--- src/rtl/lsu_mem_port.sv ---
// lsu_mem_port: one-at-a-time load/store front end for the data-memory port.
// It checks alignment and funct3, builds the aligned address, byte enables and
// lane-replicated store data, and runs the request/response handshake. The raw
// loaded word, its byte offset and funct3 go to the downstream load extender.
module lsu_mem_port (
    input  logic        clk,
    input  logic        rst_n,
    input  logic        req_valid,
    input  logic        req_store,
    input  logic [31:0] req_addr,
    input  logic [31:0] req_wdata,
    input  logic [2:0]  req_funct3,
    output logic        stall,
    output logic        mem_req_valid,
    input  logic        mem_req_ready,
    output logic [31:0] mem_addr,
    output logic [3:0]  mem_we,
    output logic [31:0] mem_wdata,
    input  logic        mem_rsp_valid,
    input  logic [31:0] mem_rsp_data,
    output logic        ld_valid,
    output logic [31:0] ld_word,
    output logic [1:0]  ld_bits,
    output logic [2:0]  ld_funct3,
    output logic        st_done,
    output logic        err
);

    typedef enum logic [1:0] {
        S_IDLE = 2'd0,
        S_REQ  = 2'd1,
        S_WAIT = 2'd2,
        S_DONE = 2'd3
    } state_t;

    state_t      state_q, state_d;
    logic [31:0] addr_q, addr_d;
    logic        store_q, store_d;
    logic [2:0]  funct3_q, funct3_d;
    logic        err_q, err_d;
    logic [3:0]  we_q, we_d;
    logic [31:0] wdata_q, wdata_d;
    logic [31:0] ld_word_q, ld_word_d;
    logic [1:0]  ld_bits_q, ld_bits_d;
    logic [2:0]  ld_funct3_q, ld_funct3_d;

    // Decode of the presented instruction: legality and store byte lanes.
    logic        acc_err;
    logic [3:0]  lane_we;
    logic [31:0] lane_wdata;

    // Legality check plus store byte-enable / replicated data generation.
    always_comb begin
        acc_err    = 1'b0;
        lane_we    = 4'b0000;
        lane_wdata = 32'h0000_0000;
        case (req_funct3)
            3'b011, 3'b110, 3'b111: acc_err = 1'b1;
            default:                 ;
        endcase
        // Unsigned variants exist only for loads.
        if (req_store && req_funct3[2]) acc_err = 1'b1;
        if ((req_funct3[1:0] == 2'b01) && req_addr[0]) acc_err = 1'b1;
        if ((req_funct3[1:0] == 2'b10) && (req_addr[1:0] != 2'b00)) acc_err = 1'b1;
        if (req_store && !acc_err) begin
            case (req_funct3[1:0])
                2'b00: begin
                    lane_we    = 4'b0001 << req_addr[1:0];
                    lane_wdata = {4{req_wdata[7:0]}};
                end
                2'b01: begin
                    lane_we    = 4'b0011 << {req_addr[1], 1'b0};
                    lane_wdata = {2{req_wdata[15:0]}};
                end
                2'b10: begin
                    lane_we    = 4'b1111;
                    lane_wdata = req_wdata;
                end
                default: ;
            endcase
        end
    end

    // Next-state logic; every register holds unless its state updates it.
    always_comb begin
        state_d     = state_q;
        addr_d      = addr_q;
        store_d     = store_q;
        funct3_d    = funct3_q;
        err_d       = err_q;
        we_d        = we_q;
        wdata_d     = wdata_q;
        ld_word_d   = ld_word_q;
        ld_bits_d   = ld_bits_q;
        ld_funct3_d = ld_funct3_q;
        case (state_q)
            S_IDLE: begin
                if (req_valid) begin
                    addr_d   = req_addr;
                    store_d  = req_store;
                    funct3_d = req_funct3;
                    err_d    = acc_err;
                    we_d     = lane_we;
                    wdata_d  = lane_wdata;
                    state_d  = acc_err ? S_DONE : S_REQ;
                end
            end
            S_REQ: begin
                // A response in the handshake cycle is deliberately not taken.
                if (mem_req_ready) state_d = store_q ? S_DONE : S_WAIT;
            end
            S_WAIT: begin
                if (mem_rsp_valid) begin
                    ld_word_d   = mem_rsp_data;
                    ld_bits_d   = addr_q[1:0];
                    ld_funct3_d = funct3_q;
                    state_d     = S_DONE;
                end
            end
            S_DONE: begin
                // req_valid still shows the finished instruction here; ignore it.
                state_d = S_IDLE;
            end
            default: state_d = S_IDLE;
        endcase
    end

    // State and datapath registers with asynchronous clear.
    always_ff @(posedge clk or negedge rst_n) begin
        if (!rst_n) begin
            state_q     <= S_IDLE;
            addr_q      <= 32'h0000_0000;
            store_q     <= 1'b0;
            funct3_q    <= 3'b000;
            err_q       <= 1'b0;
            we_q        <= 4'b0000;
            wdata_q     <= 32'h0000_0000;
            ld_word_q   <= 32'h0000_0000;
            ld_bits_q   <= 2'b00;
            ld_funct3_q <= 3'b000;
        end else begin
            state_q     <= state_d;
            addr_q      <= addr_d;
            store_q     <= store_d;
            funct3_q    <= funct3_d;
            err_q       <= err_d;
            we_q        <= we_d;
            wdata_q     <= wdata_d;
            ld_word_q   <= ld_word_d;
            ld_bits_q   <= ld_bits_d;
            ld_funct3_q <= ld_funct3_d;
        end
    end

    // Output decode: completion pulses come straight from DONE.
    always_comb begin
        stall         = ((state_q == S_IDLE) && req_valid) ||
                        (state_q == S_REQ) || (state_q == S_WAIT);
        mem_req_valid = (state_q == S_REQ);
        mem_addr      = {addr_q[31:2], 2'b00};
        mem_we        = we_q;
        mem_wdata     = wdata_q;
        ld_valid      = (state_q == S_DONE) && !store_q && !err_q;
        st_done       = (state_q == S_DONE) &&  store_q && !err_q;
        err           = (state_q == S_DONE) &&  err_q;
        ld_word       = ld_word_q;
        ld_bits       = ld_bits_q;
        ld_funct3     = ld_funct3_q;
    end

endmodule

--- config.mk ---
export PLATFORM = sky130hd
export DESIGN_NAME = lsu_mem_port
export DESIGN_NICKNAME = d
export VERILOG_FILES = /design/src/rtl/lsu_mem_port.sv
export SDC_FILE = /design/constraint.sdc
export NUM_CORES = 1
export LEC_CHECK = 0
export CORE_ASPECT_RATIO = 1.25
export CORE_MARGIN = 1
export CORE_UTILIZATION = 40
export DETAILED_ROUTE_END_ITERATION = 10
export GPL_TIMING_DRIVEN = 0
export PLACE_DENSITY = 0.76
export SETUP_SLACK_MARGIN = 0.1
export SLEW_MARGIN = 20
export SYNTH_ARGS = -nofsm -noshare
export SYNTH_HDL_FRONTEND = slang
export SYNTH_SLANG_ARGS = --single-unit
--- constraint.sdc ---
create_clock -name clk -period 2.2 [get_ports clk]
set_input_delay 0.44 -clock clk [delete_from_list [all_inputs] [get_ports clk]]
set_output_delay 0.44 -clock clk [all_outputs]
set_load 0.01 [all_outputs]
==> summary.txt <==
Final critical path time including I/O delays and setup - 2.038 ns
Netlist area before placement - 0.004996 mm2
Commonest cells after routing, fill and taps aside - sky130_fd_sc_hd__clkdlybuf4s50_1, sky130_fd_sc_hd__dfrtp_1, sky130_fd_sc_hd__mux2_2
Max IR drop VDD - 0.4741 mV
Number of hold violations in the final report - 0
Count of buffering cells on the critical path with inverters included - 2
Number of I/O port buffers - 210
I/O pin total - 215
FP Rows - 45
Final antenna diode count - 0
Most common cell after layout, fill and taps aside - sky130_fd_sc_hd__clkdlybuf4s50_1
Drt via density - 4.943
Final period utilization - 92.64%
Gp weighted congestion - 0.7977
Tightest Hold Check Type - in2async
Total Wirelength - 12730 um
Unrepaired setup endpoints after global routing - true
Total setup violations reported at the end of the flow - 0
Area inside the core boundary - 0.01216 mm2
DRT antenna net count - 0
Post-Synthesis Mean Instance Area - 13.32 um2
Final Skew - 0.009306 ns
Number of global-route vias before repair - 3961
Seq/Total Area, Yosys - 56.10%
Cell type with the highest aggregate area in the netlist - sky130_fd_sc_hd__dfrtp_1
Clock root buffer master - sky130_fd_sc_hd__clkbuf_16
Largest net degree at the start of global routing - 64
Total of flip-flops plus latches after synthesis - 112
Post-cts hold buffer count - 0
Final Slew Violations - 0
YS warnings - 0
Area fraction of the dominant cell type after synthesis - 56.10%
Fin cells - 770
Max-slew headroom - 38.19%
Arrival time reported for the critical path endpoint - 2.31 ns
Overall via count from detail_route - 3806
Power per unit of standard cell area - 1216 mW/mm2
Min setup slack post-route - 0.1618 ns
Wire length of the first global-routing pass - 20090 um
Share of post-route cells with drive strength above 1 - 25.25%
Total clock buffers created by CTS - 9
Critical Path Start Type - primary input
Pre-Repair DR Iteration Count - 4
Slowest stage cell, crit path - sky130_fd_sc_hd__clkdlybuf4s50_1
CP top delay family - buffers and inverters
Endpoint required time on the critical path - 2.47 ns
Starting DRC count in detailed routing - 66
CTS sink count - 112
Clk buf depth - 2
Placement-stage worst setup slack - -0.6441 ns
CP Class - in2reg
Max Cap Viol - 0
Critical Path Fanout Max - 10
Overflow left after global routing - 0
Deepest level of the CTS H-tree - 3
Final net count - 711
Overall die area - 0.01294 mm2
Routed length per placed instance - 16.53 um
Cells taking the most area after synthesis - sky130_fd_sc_hd__dfrtp_1, sky130_fd_sc_hd__mux2_2, sky130_fd_sc_hd__buf_4
Distinct cells, synth - 44
Drc violations - 0
CTS clock-pin slew for the worst setup and hold paths - 0.07 ns
Tightest Pin Transition - 0.9238 ns
Peak clock frequency supported by timing - 490.6 MHz
Initial core utilization - 41.08%
Status - completed
Post-Place Cells - 751
Initial antenna violation count - 0
Static leakage - 3.378 nW
Detailed Place HPWL - 9533 um
Clock tree from TritonCTS - yes
CP Cell Sequence - clkdlybuf4s50_1 > or3_4 > a221o_1 > buf_6 > o21ai_1
GRT Overall Usage - 20.11%
Die Span Y - 127.0 um
CP max stage delay - 0.56 ns
Floorplan die width - 102.0 um
Number of instances in the synthesized netlist - 375
Kind of end point of the critical path - flop
Area added between synthesis and finish - 54.80%
Later-pin clock latency in the skew report - 0.35 ns
## state kept, by name (all words and copies together), names as in the netlist
name and cells:
store_q 1, ld_bits 2, err_q 1, ld_word 32, ld_funct3 3, addr_q 32, mem_wdata 32, state_q 2
funct3_q 3, mem_we 4
## worst paths after layout
path                              from  depth (start not counted)            end  slack [ns]
setup / recovery           req_addr[1]                          5  mem_wdata[21]        0.16
hold / removal                   rst_n                          1     ld_word[1]        0.02
setup reg to reg            state_q[1]                          6  mem_wdata[21]        0.20
hold reg to reg            funct3_q[1]                          2    funct3_q[1]        0.48
max in group asynchronous        rst_n                          2  mem_wdata[16]        1.50
min in group clk           req_addr[0]                          2      mem_we[2]        0.33
## final cells by class
cell class	count	area, um2
clock buffers	11	252.7
clock inverters	5	87.58
flip-flops and latches	112	2803
fillers	1004	4428
well taps	164	205.2
plain buffers	53	415.4
inverters	4	15.01
repair buffers	214	2150
multi-input cells	207	1805
## routing by layer
layer,GRT usage (%),vias to the layer above,part of all wire (%)
met5,0,-,0
met4,5.294,0,1.0
met3,5.344,12,7.7
met2,34.54,145,51
met1,24.71,1891,40
li1,-,1758,-
## synthesized netlist by cell type (all sizes together)
master	n
o31ai	6
mux2i	16
a2bb2oi	1
o21ai	19
mux2	73
conb	1
xor2	1
inv	4
a221oi	2
ha	5
nor3b	1
a32oi	1
or3	2
a21o	2
and2	2
dfrtp	112
nor2b	4
or2	1
o2bb2ai	7
a22oi	9
nor2	4
o41ai	1
and3b	1
dlymetal6s2s	1
nor4	1
a21oi	2
buf	45
nand4b	1
nand2	25
a22o	16
clkbuf	7
a221o	1
nand2b	1
## report_power, final
group / internal (W) / switching, W / leakage, nW
Sequential: 0.00288 / 0.000421 / 1.40
Clock: 0.00107 / 0.000754 / 0.164
Combinational: 0.00272 / 0.00156 / 1.82
## cells by family (layout without fill, tap and decap cells)
kind of cell | after synthesis | count (layout) | share of synthesized area (%)
adders and majority gates | 5 | 5 | 1.252
DFF | 112 | 112 | 56.10
buffers and inverters | 57 | 287 | 8.239
other | 1 | 2 | 0.07506
and+or+nand+nor | 43 | 43 | 4.183
AOI/OAI and AO/OA | 67 | 67 | 10.32
xor gates and xnor gates | 1 | 1 | 0.1753
muxes | 89 | 89 | 19.66
## metrics by stage
stage / utilization (%) / instance area, um2 / hold WS (ns) / setup TNS, ns / total power, W
floorplan: - / 5000 / 0.1444 / 0 / 0.005412
CTS: 63.51 / 7724 / 0.03774 / 0 / 0.009520
detailed placement: 60.32 / 7336 / 0.4179 / -7.719 / 0.007604
finish: 63.59 / 7734 / 0.02285 / 0 / 0.009405
global route: 63.59 / 7734 / 0.05104 / 0 / 0.009958
global placement: 60.08 / 7307 / 0.4611 / -404.20 / 0.007443
## repair_timing
action,4_1_cts,5_1_grt
pin swaps,1,0
gates resized for setup,18,5
buffers inserted,2,1
endpoints found under the setup margin,54,12
(Power assumes the default switching activity.)
==> RTL edit (config.mk and constraints unchanged) <==
Encoding of `state_t`: now one-hot (4 bits for 4 states).
--- a/src/rtl/lsu_mem_port.sv
+++ b/src/rtl/lsu_mem_port.sv
@@ -27,9 +27,9 @@
 );
 
-    typedef enum logic [1:0] {
-        S_IDLE = 2'd0,
-        S_REQ  = 2'd1,
-        S_WAIT = 2'd2,
-        S_DONE = 2'd3
+    typedef enum logic [3:0] {
+        S_IDLE = 4'b0001,
+        S_REQ  = 4'b0010,
+        S_WAIT = 4'b0100,
+        S_DONE = 4'b1000
     } state_t;
 
Check against the original RTL: same outputs for any inputs over 4 cycles, from zero or initial values and one cycle with rst_n low; so few cycles prove little.
==> RTL edit against the unedited design <==
Worst setup slack got worse by 38 ps; routed wire length increased by 12%; combinational power decreased by 31%; power decreased by 8.2%; register-to-register slack got worse by 40 ps; sequential cell count increased by 2; final area increased by 6.3%; synthesized area increased by 3.3%; largest cell class unchanged.
==> RTL edit: results <==
group,metric,value,unit
routing,finalWirelength,14270,µm
worst_hold_path,min_path_type,"flip-flop to flip-flop",
placement,dpl-instance-area,7507,µm²
run_status,run_status,"complete, no violations",
clock_tree,cts_max_level,4,
power_and_ir_drop,internal-power,6.276,mW
layout,nFillCells,1021,
clock_tree,path_clk_slew,50,ps
grt,antenna_violations_before_repair,0,
layout,multi_input_area,1952,µm²
yosys,number_of_warnings_issued_by_yosys,0,
yosys,synth_top_cells_by_area,"dfrtp_1 (55%), mux2_2 (14%), buf_4 (4.7%)",
worst_hold_path,hp-start,"ld_word[9]",
grt,wire_length_of_the_first_global_routing_pass,22580,µm
yosys,post_synth_num_cell_types,38,
grt,grt_util_all_layers,0.2183,
worst_setup_path,cp_top_family,"flip-flops",
worst_setup_path,reg2reg_to,"ld_word[7]",
worst_hold_path,hold_path_depth,1,
timing,finClkSkew,7.115,ps
placement,dp_hpwl,10640,µm
clock_tree,maximum_clock_insertion_buffer_count,2,
yosys,synth.yosys.seq_area_share,0.5528,
grt,grt_max_degree,75,
power_and_ir_drop,ir_drop,0.5594,mV
routing,final_antenna_net_count,0,
timing,tightestPinTransition,757.2,ps
worst_setup_path,worst_ep_arrival_time,1640,ps
routing,drt_pre_antenna_iters,5,
routing,route.vias.total,4251,
yosys,most_instantiated_cells_after_synthesis,"dfrtp_1 (113), mux2_2 (63), buf_4 (32), o21ai_0 (30), o31ai_1 (28)",
placement,port_buffers,210,
worst_setup_path,slowest_stage,"dfrtp_1",
worst_setup_path,reg2reg_slack,160,ps
worst_hold_path,whs_endpoint,"ld_word[9]",
worst_setup_path,max_stage_delay,400,ps
layout,antenna-diode-count,0,
yosys,ys_async_sr_fraction,1.000,
layout,fin_nets,754,
routing,drt_iter0_drcs,200,
clock_tree,numCtsBuffers,17,
clock_tree,clkLatencyLatePin,400,ps
layout,final_layout_size_suffix_gt1_frac,0.2492,
worst_setup_path,reg2regPathDepth,5,
power_and_ir_drop,static-leakage-power,3.522,nW
grt,via_count_of_the_first_global_routing_pass,4380,
placement,gp_routability_congestion,0.8948,
worst_setup_path,maximum_fanout_encountered_on_the_critical_timing_path,6,
## RTL edit: cell count changes after synthesis, moves of 6 or more
cell       delta
a21oi_1      +12
a22o_1       -16
a22oi_1       -8
a2bb2oi_1     +8
buf_2         +8
clkbuf_1      +6
mux2_1        +9
mux2_2       -10
nand2_1      -23
nand3_1       +8
nor2b_1       +7
o21ai_0      +20
o21ai_1       -7
o31ai_1      +22
## RTL edit: cell type report
type	count	area share
clock buffer	20	0.05435
tap	168	0.02557
timing repair buffer	218	0.2634
buffer	62	0.05069
clock inverter	12	0.01933
inverter	4	0.001827
multi-input combinational	232	0.2375
sequential	114	0.3474
## RTL edit: how the worst max path moves through the flow
stage,startpoint,end
2_1_floorplan,state_q[1],ld_word[1]
3_3_place_gp,rst_n,addr_q[13]
3_5_place_dp,req_valid,stall
4_1_cts,state_q[0],stall
5_1_grt,state_q[1],stall
6_report,state_q[1],stall
## RTL edit: cells by family (layout without fill, tap and decap cells)
family,after synthesis,after routing,synth area share
mux,88,88,0.1881
buf+inv,67,316,0.07901
other cells,1,2,0.0007264
simple gates,43,43,0.05066
flops,114,114,0.5528
compound gates,99,99,0.1287
## RTL edit: through the flow
step	hold WS, ps	TNS, ps	setup WS, ps	std cells
6_report	480.0	0	124.0	830
5_1_grt	506.9	0	53.16	830
4_1_cts	487.2	0	77.31	828
3_5_place_dp	372.5	-13350	-554.8	792
3_3_place_gp	467.1	-418070	-3592	791
2_1_floorplan	144.4	0	421.0	413
## RTL edit: power by group through the flow
stage	sequential (mW)	combinational [mW]	clock [mW]
3_3_place_gp	2.92	2.82	0
5_1_grt	3.00	3.15	2.91
2_1_floorplan	2.96	1.40	0
3_5_place_dp	2.95	2.88	0
6_report	2.92	2.96	2.76
4_1_cts	2.92	2.93	2.81
## RTL edit: worst reg2reg max path: stages (launching register included)
cell     delay, ps
dfrtp_1        400
or2_1          260
buf_6          150
nor3_4         510
buf_6          250
mux2_2         350
## RTL edit: metal layers
| metal | wire, µm | vias to the layer above | share of wire | track usage |
|---|---|---|---|---|
| met2 | 7417 | 202 | 0.52 | 0.3841 |
| met3 | 790 | 31 | 0.055 | 0.04628 |
| met5 | 0 | - | 0 | 0 |
| met1 | 5611 | 2081 | 0.39 | 0.2567 |
| met4 | 446 | 0 | 0.031 | 0.1040 |
| li1 | - | 1937 | - | - |
## RTL edit: what timing repair did
action	CTS	global route
endpoints found under the hold margin	40	0
hold buffers	1	0
resized for setup	23	16
setup buffers	4	2
endpoints found under the setup margin	10	81
pin swaps	1	5
